[config.mk]
export PLATFORM = sky130hd
export DESIGN_NAME = store_buffer_flat
export DESIGN_NICKNAME = d
export VERILOG_FILES = /design/src/rtl/store_buffer_if.sv /design/src/rtl/store_buffer.sv /design/src/flat_wrapper.sv
export SDC_FILE = /design/constraint.sdc
export NUM_CORES = 2
export LEC_CHECK = 0
export CAP_MARGIN = 20
export CORE_MARGIN = 4
export CORE_UTILIZATION = 50
export DETAILED_ROUTE_END_ITERATION = 8
export GPL_TIMING_DRIVEN = 0
export PLACE_DENSITY = 0.69
export SLEW_MARGIN = 10
export SYNTH_ARGS = -nofsm -noshare
export SYNTH_HDL_FRONTEND = slang
export SYNTH_SLANG_ARGS = --single-unit
[constraint.sdc]
create_clock -name clk -period 42.6 [get_ports clk]
set_clock_uncertainty 0.15 [all_clocks]
set_input_delay 8.52 -clock clk [delete_from_list [all_inputs] [get_ports clk]]
set_output_delay 8.52 -clock clk [all_outputs]
set_load 0.05 [all_outputs]
[src/rtl/store_buffer_if.sv]
// Store buffer port bundle: store enqueue, ROB commit/flush, memory write port and load-forward lookup.
// The master side is the store unit / ROB / memory environment; the slave side is the buffer.
interface store_buffer_if #(
  parameter int ADDR_WIDTH = 32,
  parameter int DATA_WIDTH = 32,
  parameter int ROB_WIDTH  = 5,
  parameter int DEPTH      = 8
);
  logic                      store_valid;
  logic [ADDR_WIDTH-1:0]     store_waddr;
  logic [DATA_WIDTH-1:0]     store_wdata;
  logic [2:0]                store_funct3;
  logic [ROB_WIDTH-1:0]      store_rob_id;
  logic                      full;
  logic [$clog2(DEPTH):0]    count;
  logic                      commit_valid;
  logic [ROB_WIDTH-1:0]      commit_rob_id;
  logic                      flush;
  logic                      mem_wen;
  logic [ADDR_WIDTH-1:0]     mem_waddr;
  logic [DATA_WIDTH-1:0]     mem_wdata;
  logic [3:0]                mem_wstrb;
  logic                      mem_ready;
  logic [ADDR_WIDTH-1:0]     ld_addr;
  logic [3:0]                ld_strb;
  logic                      ld_fwd_hit;
  logic [DATA_WIDTH-1:0]     ld_fwd_data;
  logic                      ld_fwd_stall;

  modport master (
    output store_valid, store_waddr, store_wdata, store_funct3, store_rob_id,
    output commit_valid, commit_rob_id, flush, mem_ready, ld_addr, ld_strb,
    input  full, count, mem_wen, mem_waddr, mem_wdata, mem_wstrb,
    input  ld_fwd_hit, ld_fwd_data, ld_fwd_stall
  );

  modport slave (
    input  store_valid, store_waddr, store_wdata, store_funct3, store_rob_id,
    input  commit_valid, commit_rob_id, flush, mem_ready, ld_addr, ld_strb,
    output full, count, mem_wen, mem_waddr, mem_wdata, mem_wstrb,
    output ld_fwd_hit, ld_fwd_data, ld_fwd_stall
  );
endinterface

[src/rtl/store_buffer.sv]
// Post-execute store buffer: holds stores until ROB retirement, drains them in order with byte strobes.
// Define STORE_BUFFER_FWD_EN to forward buffered data to loads; otherwise any word match stalls the load.
// Valid/ready: a memory write transfers on a rising edge where mem_wen && mem_ready; while mem_wen is
// high and mem_ready low the write address/data/strobe hold. Enqueue transfers when store_valid && !full.
module store_buffer #(
  parameter int ADDR_WIDTH = 32,
  parameter int DATA_WIDTH = 32,
  parameter int ROB_WIDTH  = 5,
  parameter int DEPTH      = 8
) (
  input logic         clk,
  input logic         rst,
  store_buffer_if.slave sb
);
  localparam int PW = $clog2(DEPTH);

  typedef logic [PW-1:0] idx_t;
  typedef logic [PW:0]   ptr_t;

  logic [DEPTH-1:0]      valid_q, valid_d;
  logic [DEPTH-1:0]      cmt_q, cmt_d;
  ptr_t                  head_q, head_d;
  ptr_t                  tail_q, tail_d;
  logic [ADDR_WIDTH-3:0] addr_q [DEPTH];
  logic [DATA_WIDTH-1:0] data_q [DEPTH];
  logic [3:0]            strb_q [DEPTH];
  logic [ROB_WIDTH-1:0]  rob_q  [DEPTH];

  idx_t head_idx, tail_idx, cmt_idx;
  logic cmt_hit, drain_fire, enq_fire;
  logic [3:0] enq_strb;
  ptr_t n_cmt;

  function automatic idx_t age_idx(input idx_t base, input int unsigned off);
    return base + idx_t'(off);
  endfunction

  assign head_idx = head_q[PW-1:0];
  assign tail_idx = tail_q[PW-1:0];

  assign sb.full  = (head_idx == tail_idx) && (head_q[PW] != tail_q[PW]);
  assign sb.count = tail_q - head_q;

  assign sb.mem_wen   = valid_q[head_idx] && cmt_q[head_idx];
  assign sb.mem_waddr = sb.mem_wen ? {addr_q[head_idx], 2'b00} : '0;
  assign sb.mem_wdata = sb.mem_wen ? data_q[head_idx] : '0;
  assign sb.mem_wstrb = sb.mem_wen ? strb_q[head_idx] : '0;

  assign drain_fire = sb.mem_wen && sb.mem_ready;
  assign enq_fire   = sb.store_valid && !sb.full && !sb.flush;

  always_comb begin
    enq_strb = 4'b0000;
    case (sb.store_funct3)
      3'b000:  enq_strb = 4'b0001 << sb.store_waddr[1:0];
      3'b001:  enq_strb = sb.store_waddr[1] ? 4'b1100 : 4'b0011;
      3'b010:  enq_strb = 4'b1111;
      default: enq_strb = 4'b0000;
    endcase
  end

  // Oldest matching uncommitted entry takes the commit, so a reused tag retires in program order.
  always_comb begin
    cmt_hit = 1'b0;
    cmt_idx = '0;
    for (int unsigned i = 0; i < DEPTH; i++) begin
      if (sb.commit_valid && !cmt_hit &&
          valid_q[age_idx(head_idx, i)] && !cmt_q[age_idx(head_idx, i)] &&
          rob_q[age_idx(head_idx, i)] == sb.commit_rob_id) begin
        cmt_hit = 1'b1;
        cmt_idx = age_idx(head_idx, i);
      end
    end
  end

  always_comb begin
    valid_d = valid_q;
    cmt_d   = cmt_q;
    head_d  = head_q;
    tail_d  = tail_q;
    n_cmt   = '0;
    if (cmt_hit) cmt_d[cmt_idx] = 1'b1;
    // Committed count includes this cycle's commit and the head being drained, so flush keeps both.
    for (int unsigned i = 0; i < DEPTH; i++) begin
      n_cmt = n_cmt + ptr_t'(valid_q[i] & cmt_d[i]);
    end
    if (drain_fire) begin
      valid_d[head_idx] = 1'b0;
      cmt_d[head_idx]   = 1'b0;
      head_d            = head_q + ptr_t'(1);
    end
    if (sb.flush) begin
      tail_d  = head_q + n_cmt;
      valid_d = valid_d & cmt_d;
    end
    if (enq_fire) begin
      valid_d[tail_idx] = 1'b1;
      cmt_d[tail_idx]   = 1'b0;
      tail_d            = tail_q + ptr_t'(1);
    end
  end

  always_ff @(posedge clk or posedge rst) begin
    if (rst) begin
      valid_q <= '0;
      cmt_q   <= '0;
      head_q  <= '0;
      tail_q  <= '0;
      for (int i = 0; i < DEPTH; i++) begin
        addr_q[i] <= '0;
        data_q[i] <= '0;
        strb_q[i] <= '0;
        rob_q[i]  <= '0;
      end
    end else begin
      valid_q <= valid_d;
      cmt_q   <= cmt_d;
      head_q  <= head_d;
      tail_q  <= tail_d;
      if (enq_fire) begin
        addr_q[tail_idx] <= sb.store_waddr[ADDR_WIDTH-1:2];
        data_q[tail_idx] <= sb.store_wdata;
        strb_q[tail_idx] <= enq_strb;
        rob_q[tail_idx]  <= sb.store_rob_id;
      end
    end
  end

  // Scan oldest to youngest; the last match seen is the youngest store to that word.
  logic fwd_match;
`ifdef STORE_BUFFER_FWD_EN
  logic                  fwd_cover;
  logic [DATA_WIDTH-1:0] fwd_data;
  logic                  unused_ok;
  assign unused_ok = ^sb.ld_addr[1:0];

  always_comb begin
    fwd_match = 1'b0;
    fwd_cover = 1'b0;
    fwd_data  = '0;
    for (int unsigned i = 0; i < DEPTH; i++) begin
      if (valid_q[age_idx(head_idx, i)] &&
          addr_q[age_idx(head_idx, i)] == sb.ld_addr[ADDR_WIDTH-1:2]) begin
        fwd_match = 1'b1;
        fwd_cover = (sb.ld_strb & ~strb_q[age_idx(head_idx, i)]) == 4'b0000;
        fwd_data  = data_q[age_idx(head_idx, i)];
      end
    end
  end

  assign sb.ld_fwd_hit   = fwd_match && fwd_cover;
  assign sb.ld_fwd_data  = (fwd_match && fwd_cover) ? fwd_data : '0;
  assign sb.ld_fwd_stall = fwd_match && !fwd_cover;
`else
  logic unused_ok;
  assign unused_ok = ^{sb.ld_addr[1:0], sb.ld_strb};

  always_comb begin
    fwd_match = 1'b0;
    for (int unsigned i = 0; i < DEPTH; i++) begin
      if (valid_q[i] && addr_q[i] == sb.ld_addr[ADDR_WIDTH-1:2]) fwd_match = 1'b1;
    end
  end

  assign sb.ld_fwd_hit   = 1'b0;
  assign sb.ld_fwd_data  = '0;
  assign sb.ld_fwd_stall = fwd_match;
`endif

endmodule

[src/flat_wrapper.sv]
// flat-port wrapper written by rule: the top's interface ports become plain ports
module store_buffer_flat 
#(
  parameter int ADDR_WIDTH = 32,
  parameter int DATA_WIDTH = 32,
  parameter int ROB_WIDTH  = 5,
  parameter int DEPTH      = 8
)
  (clk, rst, sb_store_valid, sb_store_waddr, sb_store_wdata, sb_store_funct3, sb_store_rob_id, sb_commit_valid, sb_commit_rob_id, sb_flush, sb_mem_ready, sb_ld_addr, sb_ld_strb, sb_full, sb_count, sb_mem_wen, sb_mem_waddr, sb_mem_wdata, sb_mem_wstrb, sb_ld_fwd_hit, sb_ld_fwd_data, sb_ld_fwd_stall);
  store_buffer_if #(.ADDR_WIDTH(ADDR_WIDTH), .DATA_WIDTH(DATA_WIDTH), .ROB_WIDTH(ROB_WIDTH), .DEPTH(DEPTH)) sb_i ();
  input logic clk;
  input logic rst;
  input wire logic [$bits(sb_i.store_valid)-1:0] sb_store_valid;
  input wire logic [$bits(sb_i.store_waddr)-1:0] sb_store_waddr;
  input wire logic [$bits(sb_i.store_wdata)-1:0] sb_store_wdata;
  input wire logic [$bits(sb_i.store_funct3)-1:0] sb_store_funct3;
  input wire logic [$bits(sb_i.store_rob_id)-1:0] sb_store_rob_id;
  input wire logic [$bits(sb_i.commit_valid)-1:0] sb_commit_valid;
  input wire logic [$bits(sb_i.commit_rob_id)-1:0] sb_commit_rob_id;
  input wire logic [$bits(sb_i.flush)-1:0] sb_flush;
  input wire logic [$bits(sb_i.mem_ready)-1:0] sb_mem_ready;
  input wire logic [$bits(sb_i.ld_addr)-1:0] sb_ld_addr;
  input wire logic [$bits(sb_i.ld_strb)-1:0] sb_ld_strb;
  output wire logic [$bits(sb_i.full)-1:0] sb_full;
  output wire logic [$bits(sb_i.count)-1:0] sb_count;
  output wire logic [$bits(sb_i.mem_wen)-1:0] sb_mem_wen;
  output wire logic [$bits(sb_i.mem_waddr)-1:0] sb_mem_waddr;
  output wire logic [$bits(sb_i.mem_wdata)-1:0] sb_mem_wdata;
  output wire logic [$bits(sb_i.mem_wstrb)-1:0] sb_mem_wstrb;
  output wire logic [$bits(sb_i.ld_fwd_hit)-1:0] sb_ld_fwd_hit;
  output wire logic [$bits(sb_i.ld_fwd_data)-1:0] sb_ld_fwd_data;
  output wire logic [$bits(sb_i.ld_fwd_stall)-1:0] sb_ld_fwd_stall;
  assign sb_i.store_valid = sb_store_valid;
  assign sb_i.store_waddr = sb_store_waddr;
  assign sb_i.store_wdata = sb_store_wdata;
  assign sb_i.store_funct3 = sb_store_funct3;
  assign sb_i.store_rob_id = sb_store_rob_id;
  assign sb_i.commit_valid = sb_commit_valid;
  assign sb_i.commit_rob_id = sb_commit_rob_id;
  assign sb_i.flush = sb_flush;
  assign sb_i.mem_ready = sb_mem_ready;
  assign sb_i.ld_addr = sb_ld_addr;
  assign sb_i.ld_strb = sb_ld_strb;
  assign sb_full = sb_i.full;
  assign sb_count = sb_i.count;
  assign sb_mem_wen = sb_i.mem_wen;
  assign sb_mem_waddr = sb_i.mem_waddr;
  assign sb_mem_wdata = sb_i.mem_wdata;
  assign sb_mem_wstrb = sb_i.mem_wstrb;
  assign sb_ld_fwd_hit = sb_i.ld_fwd_hit;
  assign sb_ld_fwd_data = sb_i.ld_fwd_data;
  assign sb_ld_fwd_stall = sb_i.ld_fwd_stall;
  store_buffer #(.ADDR_WIDTH(ADDR_WIDTH), .DATA_WIDTH(DATA_WIDTH), .ROB_WIDTH(ROB_WIDTH), .DEPTH(DEPTH)) u_core (.clk(clk), .rst(rst), .sb(sb_i));
endmodule
Word level (Yosys, flattened, before mapping)
Cells that the tools add are included.
{"block": "word_totals", "output_inout_bits": 108, "ff_bits": 592, "in_bits": 119}
{"block": "op_classes", "n_reduce_logical": 67, "n_mux": 120, "bitwise_logic": 25, "order_cmp": 23, "n_eq_ne": 20, "shift": 1, "add_sub_neg": 18}
{"op": "$bwmux W256", "count": 1}
{"op": "$bwmux W240", "count": 1}
{"op": "$eq A30 B30 Y1", "count": 8}
{"op": "$mux W32", "count": 5}
{"op": "$bmux W5 S3", "count": 8}
{"op": "$bmux W32 S3", "count": 1}
{"op": "$demux W32 S3", "count": 1}
{"op": "$bmux W30 S3", "count": 1}
{"op": "$demux W30 S3", "count": 1}
{"op": "$mux W30", "count": 3}
{"op": "$mux W5", "count": 17}
{"op": "$bmux W1 S3", "count": 16}
{"op": "$logic_and A1 B1 Y1", "count": 48}
{"op": "$mux W8", "count": 6}
{"op": "$bwmux W40", "count": 1}
{"op": "$eq A5 B5 Y1", "count": 8}
{"op": "$lt A3 B4 Y1 const B", "count": 10}
{"op": "$ge A4 B4 Y1 const B", "count": 9}
{"op": "$not A3 Y4", "count": 9}
{"op": "$mux W1", "count": 35}
{"op": "$add A4 B4 Y4", "count": 8}
{"op": "$and A8 B8 Y8", "count": 4}
{"op": "$bwmux W32", "count": 1}
{"op": "$mux W4", "count": 7}
{"op": "other kinds (24)", "count": 65}

Depth between registers and ports, before layout
{"block": "depth", "word_depth": 66, "ltp_mapped": 29, "depth_no_buf": 23}

Worst setup path after synthesis
Ideal clock, no wire load.
{"block": "synth_path", "path_kind": "input port to output port", "startpoint": "in sb_ld_addr[5]", "endpoint": "out sb_ld_fwd_stall", "setup_slack_ps": 23575, "t_arrival_ps": 10355, "required_time_ps": 33930, "cell_stages": 7, "n_path_buf": 1, "path_cell_list": "clkbuf_1 > xnor2_1 > nand4_1 > or4_1 > nor4_1 > a41oi_1 > nand4_1"}
{"block": "synth_via", "elab_chain_cells": 10, "elab_cells_between_ends": 24, "cone_classes": "8 x eq/ne; 8 x mux; 8 x reduce/logical"}
{"element": "from (decl)", "line": "flat_wrapper.sv:22", "text": "input wire logic [$bits(sb_i.ld_addr)-1:0] sb_ld_addr;"}
{"element": "$eq A30 B30 Y1", "line": "store_buffer.sv:161", "text": "if (valid_q[i] && addr_q[i] == sb.ld_addr[ADDR_WIDTH-1:2]) fwd_match = 1'b1;"}
{"element": "$logic_and A1 B1 Y1", "line": "store_buffer.sv:161"}
{"element": "$mux W1 (7 in a row)", "line": "store_buffer.sv:161"}
{"element": "$mux W1 (*)", "line": "store_buffer.sv:161"}
{"element": "to (decl)", "line": "flat_wrapper.sv:32", "text": "output wire logic [$bits(sb_i.ld_fwd_stall)-1:0] sb_ld_fwd_stall;"}
Mark *: on every way between the ends. The rest lies on a longest branch, timed or not.

Final worst setup path
{"block": "layout_path", "startpoint": "in sb_ld_addr[19]", "endpoint": "out sb_ld_fwd_stall"}
The elaborated chain is that of the path after synthesis.

==> results.cfg <==
[die]
initial_core_util = 0.5085
die-area_um2 = 70200
die_w_um = 265.0
top_level_ports = 227
die_h_um = 265.0
num_rows = 93
coreArea_um2 = 64930

[yosys]
netlist_area_um2 = 33010
synthArstFlopShare = 1.000
synthFlopType = dfrtp_1
yosys.area_share.xor_xnor = 0.07974
synth_compound_area_frac = 0.03767
yosysTopAreaCellShare = 0.4487
yosysTopAreaCell = dfrtp_1
ys_top_cells_by_area = dfrtp_1 (45%), mux4_2 (12%), nand2_1 (12%)
ys_seq_area_frac = 0.4487
synth_fa_ha_area_frac = 0.009323
synth_edf_count = 0
synth_cell_types = 89
yosysWarnings = 0
syn_inst = 3088
yosys.area_share.simple = 0.1513
synth_top_family_by_area = multiplexers
synth_area_per_cell_um2 = 10.69
synthMuxAreaShare = 0.2330
ys_ff_latch = 592

[detailed_routing]
via_per_inst = 6.137
routed_wl_mm = 115.5
drtPass1Iterations = 6
drtAntennaViolNets = 0
wire_per_inst_um = 27.01
first_iter_violations = 3162
vias = 26249
drc_errors = 0

[clocking]
h-tree-depth = 3
cts_sinks = 592
post-cts-setup-buffers = 0
cts_root_buf = clkbuf_16
cts_tree = yes
cts-hold-fix-buffers = 0
clk_pin_slew_ns = 0.05
clk_path_buf_depth = 3
insertion_delay_ns = 0.60
cts-resized-gates = 0
cts_buffers = 67

[place]
io_buffers = 150
hpwl_mm = 83.90
gp_congestion = 1.059
place_inst = 4138

[grt]
grt.overflow.total = 0
grt_max_degree = 124
grt.total_usage = 0.3243
antenna_found_initial = 18
grt_pass1_wl_mm = 171.2
grt_pass1_vias = 26403

[hold_path]
hold_class = reg2reg
worstHoldStart = u_core.data_q[146]

[pwr]
p_per_area_nw_per_um2 = 67.98
peakVddDrop_mv = 0.04145
p_leak_nw = 16.98

[timing]
slew_viol_final = 0
period_share = 0.4763
finalSetupTns_ns = 0
hold_violations = 0
max_freq_ghz = 0.04929
hold-worst-slack_ns = 0.3228
slew_headroom = 0.1448
rsz0062_at_grt = no
setup_viol = 0
min_period_ns = 20.29
worst-slew-pin-transition_ns = 1.283

[final_layout]
final_layout_size_suffix_gt1_frac = 0.1979
layout_common_cells = nand2_1 (1015), dfrtp_1 (592), mux2_2 (270)
instances_no_fill = 4277
final_core_utilization = 0.5915
nets = 3498
n_fill_cell = 5292
syn_to_final_growth_pct = 16.33
final_common_cell = nand2_1

[flow_run]
maxCapViolCount = 0

[worst_setup_path]
crit_fanout = 8
path_class = in2out
startpoint_type = input pin
worstPathArrival_ns = 11.62
required_ns = 33.93
startpoint = sb_ld_addr[19]
endpoint_kind = primary output
r2r-start = u_core.head_q[2]

[outcome]
status = finished clean
==> cell families after synthesis <==
family | after synthesis
simple gates | 1202
flops | 592
mux | 507
xor+xnor | 298
buf+inv | 270
compound gates | 197
fa+ha+maj | 21
other cells | 1
==> through the flow <==
| stage | setup slack (ns) | power, W | instance area, um^2 |
|---|---|---|---|
| 3_5_place_dp | 22.45 | 0.001963 | 35950 |
| 6_report | 22.31 | 0.002611 | 38410 |
| 2_1_floorplan | 17.36 | 0.001655 | 33140 |
| 5_1_grt | 22.32 | 0.002724 | 38390 |
| 4_1_cts | 22.44 | 0.002586 | 38310 |
| 3_3_place_gp | 11.32 | 0.001913 | 35710 |
==> routing by layer <==
metal | vias to the layer above | track usage | share of wire
li1 | 11072 | - | -
met1 | 13332 | 0.4434 | 0.39
met2 | 1525 | 0.4950 | 0.46
met3 | 308 | 0.08038 | 0.11
met4 | 12 | 0.1442 | 0.047
met5 | - | 0 | 0.00074
==> power by group <==
part           switching (W)  total, W  internal (W)
Combinational       0.000492  0.000979      0.000487
Sequential          0.000207   0.00101      0.000805
Clock               0.000246  0.000620      0.000373
==> path summary, 6_finish.rpt <==
path	end	slack [ns]	cells past startpoint
max in group asynchronous	u_core.data_q[99]	32.57	4
worst max-delay path	sb_ld_fwd_stall	22.31	8
worst max register to register	u_core.tail_q[2]	34.00	26
min in group asynchronous	u_core.addr_q[136]	8.19	2
worst min register to register	u_core.data_q[146]	0.32	2
worst min-delay path	u_core.data_q[146]	0.32	2
==> flip-flops by register name, indices dropped and copies added, names as in the netlist <==
signal / cells
u_core.addr_q: 240
u_core.cmt_q: 8
u_core.data_q: 256
u_core.head_q: 4
u_core.rob_q: 40
u_core.strb_q: 32
u_core.tail_q: 4
u_core.valid_q: 8
==> critical path, cell delays in order <==
cell             delay, ns
clkbuf_1              0.23
xnor2_1               0.57
nand4_1               0.27
nor4_1                0.60
nand4_1               0.18
and4_1                0.28
nand4_1               0.13
clkdlybuf4s50_1       0.83
==> synthesized netlist by cell type, drive strengths merged, types with 7 or more instances <==
master and number:
a21o 8, buf 107, nor2 26, nor4 33
nand2 1016, mux2 270, xnor2 189, a211oi 8
o21ai 49, mux4 180, inv 25, xor2 109
a22oi 8, mux2i 57, nand3 21, dfrtp 592
nand2b 7, a21oi 84, nand4 59, ha 15
clkbuf 137
==> area by class of cell <==
class	instances	area, um^2	share of cell area
multi-input cells	2260	17010	0.4428
flip-flops and latches	592	14810	0.3857
clock buffers	93	1967	0.05121
repair buffers	167	1793	0.04669
plain buffers	244	1225	0.03189
well taps	855	1070	0.02785
clock inverters	29	394.1	0.01026
inverters	26	107.6	0.002802
diodes	11	27.53	0.0007167
Note: power is estimated with default switching activity, not from simulation.
